--- config.mk ---
export PLATFORM = sky130hd
export DESIGN_NAME = switch_pulse_conditioner
export DESIGN_NICKNAME = d
export VERILOG_FILES = /design/src/rtl/switch_pulse_conditioner.sv
export SDC_FILE = /design/constraint.sdc
export NUM_CORES = 1
export LEC_CHECK = 0
export CAP_MARGIN = 0
export CORE_UTILIZATION = 47
export CTS_CLUSTER_DIAMETER = 50
export DETAILED_ROUTE_END_ITERATION = 16
export PLACE_DENSITY = 0.78
export SKIP_LAST_GASP = 1
export SYNTH_ARGS = -nofsm -noshare
export SYNTH_HDL_FRONTEND = slang
export SYNTH_SLANG_ARGS = --single-unit
--- constraint.sdc ---
create_clock -name clk -period 1.24 [get_ports clk]
set_input_delay 0.248 -clock clk [delete_from_list [all_inputs] [get_ports clk]]
set_output_delay 0.248 -clock clk [all_outputs]
set_load 0.02 [all_outputs]
--- src/rtl/switch_pulse_conditioner.sv ---
// Per-channel switch front end: 2-flop synchroniser, debounce filter and press one-shot.
// Define DEBOUNCE_AUTOREPEAT_EN to add hold-to-repeat pulses; the default build has none.
module switch_pulse_conditioner #(
    parameter int CHANNELS        = 2,
    parameter int DEBOUNCE_CYCLES = 16,
    parameter int REPEAT_DELAY    = 32,
    parameter int REPEAT_PERIOD   = 8
) (
    input  logic                clk,
    input  logic                reset,
    input  logic [CHANNELS-1:0] in,
    output logic [CHANNELS-1:0] level,
    output logic [CHANNELS-1:0] pulse
);

    localparam int CW = $clog2(DEBOUNCE_CYCLES + 1);
    localparam logic [CW-1:0] CNT_LAST = CW'(DEBOUNCE_CYCLES - 1);
    // An illegal parameter set leaves the strobes permanently quiet rather than misbehaving.
    localparam logic PARAMS_OK = (DEBOUNCE_CYCLES >= 1) && (REPEAT_DELAY >= 1) && (REPEAT_PERIOD >= 1);

    genvar gi;
    generate
        for (gi = 0; gi < CHANNELS; gi++) begin : g_chan
            logic          sync1_reg, sync2_reg;
            logic          level_reg, level_next;
            logic          pulse_reg, pulse_next;
            logic [CW-1:0] cnt_reg, cnt_next;
            logic          accept;
            logic          rise;

            always_comb begin
                accept     = (sync2_reg != level_reg) && (cnt_reg == CNT_LAST);
                rise       = accept && sync2_reg;
                level_next = accept ? sync2_reg : level_reg;
                cnt_next   = '0;
                if ((sync2_reg != level_reg) && !accept) begin
                    cnt_next = cnt_reg + 1'b1;
                end
            end

`ifdef DEBOUNCE_AUTOREPEAT_EN
            localparam int RMAX = (REPEAT_DELAY > REPEAT_PERIOD) ? REPEAT_DELAY : REPEAT_PERIOD;
            localparam int RW   = $clog2(RMAX + 1);
            localparam logic [RW-1:0] DELAY_LAST  = RW'(REPEAT_DELAY - 1);
            localparam logic [RW-1:0] PERIOD_LAST = RW'(REPEAT_PERIOD - 1);

            logic [RW-1:0] rcnt_reg, rcnt_next;
            logic          rphase_reg, rphase_next;
            logic          rep_fire;

            // rphase_reg=0 waits out the initial delay, 1 runs the steady repeat period.
            // Gating on level_next suppresses a repeat on the very edge the release is accepted.
            always_comb begin
                rep_fire    = 1'b0;
                rcnt_next   = rcnt_reg;
                rphase_next = rphase_reg;
                if (!level_reg || !level_next) begin
                    rcnt_next   = '0;
                    rphase_next = 1'b0;
                end else if (!rphase_reg) begin
                    if (rcnt_reg == DELAY_LAST) begin
                        rep_fire    = 1'b1;
                        rcnt_next   = '0;
                        rphase_next = 1'b1;
                    end else begin
                        rcnt_next = rcnt_reg + 1'b1;
                    end
                end else begin
                    if (rcnt_reg == PERIOD_LAST) begin
                        rep_fire  = 1'b1;
                        rcnt_next = '0;
                    end else begin
                        rcnt_next = rcnt_reg + 1'b1;
                    end
                end
                pulse_next = (rise || rep_fire) && PARAMS_OK;
            end

            always_ff @(posedge clk or negedge reset) begin
                if (!reset) begin
                    rcnt_reg   <= '0;
                    rphase_reg <= 1'b0;
                end else begin
                    rcnt_reg   <= rcnt_next;
                    rphase_reg <= rphase_next;
                end
            end
`else
            always_comb begin
                pulse_next = rise && PARAMS_OK;
            end
`endif

            always_ff @(posedge clk or negedge reset) begin
                if (!reset) begin
                    sync1_reg <= 1'b0;
                    sync2_reg <= 1'b0;
                    cnt_reg   <= '0;
                    level_reg <= 1'b0;
                    pulse_reg <= 1'b0;
                end else begin
                    sync1_reg <= in[gi];
                    sync2_reg <= sync1_reg;
                    cnt_reg   <= cnt_next;
                    level_reg <= level_next;
                    pulse_reg <= pulse_next;
                end
            end

            assign level[gi] = level_reg;
            assign pulse[gi] = pulse_reg;
        end
    endgenerate

endmodule

==> flow_summary.yaml, run 1 <==
clock_tree:
  clk-insertion-delay-late_ps: 290
  htreeDepth: 1
  clkSinkCount: 18
  clkTransAtPathRegs_ps: 100
  cts_tree: "built"
  cts-root-buf: "clkbuf_4"
  cts_buffers: 3
  clockBufferDepth: 2
  cts_setup_buffers: 0
cells_and_area:
  final_cell_mix: "dfrtp_1 (18), buf_4 (11), nor3_1 (6)"
  drive_above_1_share_pct: 34.2
  largest_reg_flops: 10
  mostFrequentLayoutCell: "dfrtp_1"
  n_antenna_cell: 0
  nets: 85
  fill_cells: 100
  area_growth_pct: 30.0
flow_run:
  cap_violations: 0
route:
  wirelength_microns: 1080
  drt_drc_violations_left: 0
  final_antenna_net_count: 0
  drt-wirelength-per-cell_microns: 11.9
  via_per_inst: 5.15
  vias: 469
  firstDrtPassIters: 4
  drtIter0Drc: 8
pwr:
  leakagePower_nw: 0.425
  vdd_drop_max_v: 0.000884
  p_per_area_nw_per_um2: 1130
worst_setup_path:
  cp.required_ps: 1440
  cp-end-kind: "flop"
  worstRegToRegCells: 5
  start_kind: "flop"
  cp.arrival_ps: 1520
  timing.rr.end: "g_chan[1].cnt_reg[3]$_DFF_PN0_"
  startpoint: "g_chan[1].cnt_reg[1]$_DFF_PN0_"
  cp-endpoint: "g_chan[1].cnt_reg[3]$_DFF_PN0_"
  rrSetupSlack_ps: -80
  path_max_fanout: 7
  r2r_start: "g_chan[1].cnt_reg[1]$_DFF_PN0_"
  crit_type: "reg -> reg"
global_routing:
  grt_pass1_vias: 450
  grtUsageTotal_pct: 14.7
  grt_max_degree: 19
  gr-total-overflow: 0
  antenna_found_initial: 0
  grt_first_pass_wirelength_microns: 1850
die:
  ios: 8
  die_area_sq_um: 1720
  die_h_microns: 41.4
  die_x_microns: 41.4
  rows: 13
  core_area_sq_um: 1370
  start_util_pct: 53.5
sta:
  layout_setup_ws_ps: -76.0
  maxSlewViolCount: 0
  min_period_ps: 1320
  rsz0062_at_grt: "yes"
  slew_headroom_pct: 86.2
  tightest_slew_ps: 205
  finClkSkew_ps: 6.33
  setup_violations: 5
  hold_viol_final: 0
  timing.hold.ws_ps: 267
  fmax_ghz: 0.760
  finalCritPeriodShare_pct: 106
outcome:
  status: "finished, violations left"
  violations: "negative setup slack"
placement:
  dp_slack_ps: -54.0
  place_congestion: 0.754
  portBuffers: 7
  dpl.hpwl_microns: 802
synth:
  avgSynthCellArea_sq_um: 12.6
  yosysWarnings: 0
  synth_top_area_share_pct: 61.6
  synthesis.area_sq_um: 731
  netlist_instances: 58
  synth_fp_nets: 66
  synth_seq_cells: 18
  synth_area_leaders: "dfrtp_1 (62%), ha_1 (6.8%), xnor2_1 (4.8%), nor3_1 (4.1%), buf_4 (4.1%)"
  yosysTopAreaCell: "dfrtp_1"
  synth.distinct_cells: 15
  yosysSeqAreaShare_pct: 61.6
worst_hold_path:
  hp-class: "in -> async"
[critical path: stages, from the launching register on]
cell and delay (ps):
dfrtp_1 400, ha_2 190, and3_4 180, ha_4 180, o21bai_1 160, nor4_2 120
[through the flow]
| stage | util, % | power [mW] | instance area, sq um | setup TNS, ps | instances |
|---|---|---|---|---|---|
| after detailed placement | 66.8 | 0.728 | 912 | -107 | 87 |
| after global routing | 69.5 | 1.13 | 950 | -756 | 91 |
| after CTS | 69.0 | 1.08 | 943 | -170 | 91 |
| after global placement | 66.8 | 0.724 | 912 | -50.1 | 87 |
| final | 69.5 | 1.07 | 950 | -190 | 91 |
| after floorplan | - | 0.669 | 771 | -50.6 | 58 |
[how the worst min path moves through the flow]
stage	from	endpoint	slack [ps]	cells past startpoint
after floorplan	reset	g_chan[0].cnt_reg[0]$_DFF_PN0_	-50	0
after global placement	g_chan[1].sync1_reg$_DFF_PN0_	g_chan[1].sync2_reg$_DFF_PN0_	330	0
after detailed placement	g_chan[0].sync1_reg$_DFF_PN0_	g_chan[0].sync2_reg$_DFF_PN0_	340	0
after CTS	reset	g_chan[0].sync1_reg$_DFF_PN0_	260	2
after global routing	reset	g_chan[1].sync2_reg$_DFF_PN0_	270	2
final	reset	g_chan[0].sync1_reg$_DFF_PN0_	270	2
[power breakdown]
group          internal, mW  switching (mW)  total, mW
clock network         0.179           0.169      0.348
registers             0.609          0.0150      0.624
logic                0.0592          0.0415      0.101
total                 0.847           0.226       1.07
[logic make-up after synthesis]
kind of cell	count (synthesis)	synth area share, %
flip-flops	18	61.6
AO/OA/AOI/OAI	6	4.79
adder cells (fa/ha/maj)	4	6.85
AND/OR/NAND/NOR	18	15.8
XOR/XNOR	4	4.79
buffers and inverters	8	6.16
[cells in the mapped netlist]
| library cell | number |
|---|---|
| and3_1 | 2 |
| nor4_2 | 2 |
| inv_1 | 4 |
| xnor2_1 | 4 |
| o21bai_1 | 2 |
| dfrtp_1 | 18 |
| nand2_1 | 2 |
| nor3_1 | 6 |
| nor3b_1 | 2 |
| nor2_1 | 2 |
| buf_4 | 4 |
| a21oi_1 | 2 |
| ha_1 | 4 |
| o21ai_0 | 2 |
| and4_1 | 2 |
[timing repair]
| action | in CTS | in global routing |
|---|---|---|
| endpoints found under the setup margin | 7 | 15 |
| resized for setup | 4 | 8 |
| pin swaps | 0 | 1 |
| hold buffers | 0 | 0 |
| endpoints found under the hold margin | 0 | 0 |
[final cells by class]
class                      count  area [sq um]  share of cell area, %
clock buffer                   4          36.3                   3.82
inverter                       4          15.0                   1.58
multi-input combinational     32           287                   30.2
sequential                    18           450                   47.4
tap                           15          18.8                   1.98
timing repair buffer          18           143                   15.0
[routing by layer]
layer / wire [microns] / vias up / GRT usage, %
met5: 0 / - / 0
met4: 5 / 0 / 9.68
met3: 31 / 2 / 3.91
met2: 482 / 7 / 21.3
met1: 564 / 226 / 19.3
li1: - / 234 / -
No activity file was read; power rests on OpenSTA's default activity.
==> run 2: changes to the inputs <==
clock period = 1.1 ns   (was 1.24 ns; I/O delays follow)
==> run 2 against run 1 <==
Compared with the run above: the flow still finishes with violations (negative setup slack); total power is 7.8% higher; via count is 11% higher; maximum frequency is 0.30% higher; count of clock-buffer cells in the layout is 1 lower; non-clock buffer count is 10 higher; highest routed layer is now met3.
==> flow_summary.yaml, run 2 (same netlist as run 1, synthesis figures left out) <==
worst_setup_path:
  path_max_fanout: 6
  start_kind: "flop"
  r2r_start: "g_chan[1].cnt_reg[0]$_DFF_PN0_"
  cp-end-kind: "flop"
  startpoint: "g_chan[1].cnt_reg[0]$_DFF_PN0_"
  cp.required_ps: 1300
  cp.arrival_ps: 1510
  crit_type: "reg -> reg"
route:
  drt-met1-wl_microns: 693
  wirelength_microns: 1410
  via_per_inst: 5.20
  final_antenna_net_count: 0
  top_layer: "met3"
  met3WireLength_microns: 30
  drt-wirelength-per-cell_microns: 14.1
  drtIter0Drc: 5
  drt_drc_violations_left: 0
  firstDrtPassIters: 3
  vias: 520
  routed-wl-met2_microns: 690
clock_tree:
  hold_buffers: 0
  clockBufferDepth: 2
  cts_tree: "built"
  clkTransAtPathRegs_ps: 90
  cts_buffers: 3
  htreeDepth: 1
  cts-root-buf: "clkbuf_4"
  clkSinkCount: 18
  clk-insertion-delay-late_ps: 280
cells_and_area:
  regArea_sq_um: 450
  nets: 95
  area_growth_pct: 48.6
  finalCoreUtilization_pct: 79.5
  final_cell_mix: "buf_4 (20), dfrtp_1 (18), inv_1 (4)"
  fin_area_sq_um: 1090
  mostFrequentLayoutCell: "buf_4"
  multi_input_area_sq_um: 368
  drive_above_1_share_pct: 56.5
  fill_cells: 78
  largest_reg_flops: 10
  n_antenna_cell: 0
pwr:
  vdd_drop_max_v: 0.000827
  p_per_area_nw_per_um2: 1060
  leakagePower_nw: 0.521
  fin_total_pwr_mw: 1.16
die:
  die_x_microns: 41.4
  die_area_sq_um: 1720
  ios: 8
  rows: 13
  die_h_microns: 41.4
  core_area_sq_um: 1370
  start_util_pct: 53.5
placement:
  place_congestion: 0.733
  placed_area_sq_um: 920
  portBuffers: 7
  dpl.hpwl_microns: 877
flow_run:
  cap_violations: 0
sta:
  tightest_slew_ps: 376
  finalCritPeriodShare_pct: 119
  maxSlewViolCount: 0
  finalSetupTns_ps: -2000
  finClkSkew_ps: 0.423
  fmax_ghz: 0.762
  setup_violations: 14
  slew_headroom_pct: 74.8
  min_period_ps: 1310
  timing.hold.ws_ps: 250
  layout_setup_ws_ps: -212
  rsz0062_at_grt: "yes"
  hold_viol_final: 0
global_routing:
  antenna_found_initial: 0
  grt_max_degree: 19
  grtUsageTotal_pct: 18.3
  grt_first_pass_wirelength_microns: 2400
  grt_pass1_vias: 544
  gr-total-overflow: 0
worst_hold_path:
  hp-class: "in -> async"
outcome:
  violations: "negative setup slack"
  status: "finished, violations left"
[run 2: cell types whose count changed in the layout (fill, tap and decap cells not counted), moves of 3 or more]
cell    before  now
buf_4       11   20
buf_2        0    3
nor3_1       6    2
nor3_2       0    3
[run 2: final cells by class]
| type | count | share of cell area [%] |
|---|---|---|
| inverters | 4 | 1.38 |
| repair buffers | 28 | 19.5 |
| flip-flops and latches | 18 | 41.5 |
| multi-input cells | 32 | 33.9 |
| clock buffers | 3 | 2.07 |
| well taps | 15 | 1.73 |
[run 2: worst paths after layout]
path,cells past startpoint,slack [ps],to
max in group asynchronous,2,660,g_chan[1].cnt_reg[3]$_DFF_PN0_
min in group clk,0,360,g_chan[0].sync2_reg$_DFF_PN0_
setup reg to reg,5,-210,g_chan[1].cnt_reg[3]$_DFF_PN0_
hold / removal,2,250,g_chan[0].cnt_reg[1]$_DFF_PN0_
setup / recovery,5,-210,g_chan[1].cnt_reg[3]$_DFF_PN0_
hold reg to reg,0,360,g_chan[0].sync2_reg$_DFF_PN0_
[run 2: metrics by stage]
step,worst slack (ps),cells
floorplan,-166,58
global placement,-180,88
detailed placement,-199,88
CTS,-207,97
global route,-289,100
finish,-212,100
[run 2: layer usage]
| layer | vias up | GRT usage [%] |
|---|---|---|
| met1 | 260 | 27.2 |
| met5 | - | 0 |
| met3 | 0 | 5.22 |
| li1 | 253 | - |
| met4 | 0 | 3.87 |
| met2 | 7 | 26.9 |
[run 2: what timing repair did]
action | 4_1_cts | 5_1_grt
setup endpoints to repair | 18 | 15
gates resized for setup | 23 | 11
buffers inserted | 6 | 3
pin swaps | 5 | 5
[run 2: report_power, final]
group          switching (mW)  leakage, nW  total [mW]  internal (mW)
registers              0.0188        0.237       0.705          0.686
logic                  0.0593        0.270       0.139         0.0796
clock network           0.185       0.0138       0.312          0.127
total                   0.263        0.521        1.16          0.893
[run 2: critical path, cell delays in order, from the launching register on]
cell	delay [ps]
dfrtp_1	390
ha_2	190
and3_4	180
ha_4	180
o21bai_1	160
nor4_2	120
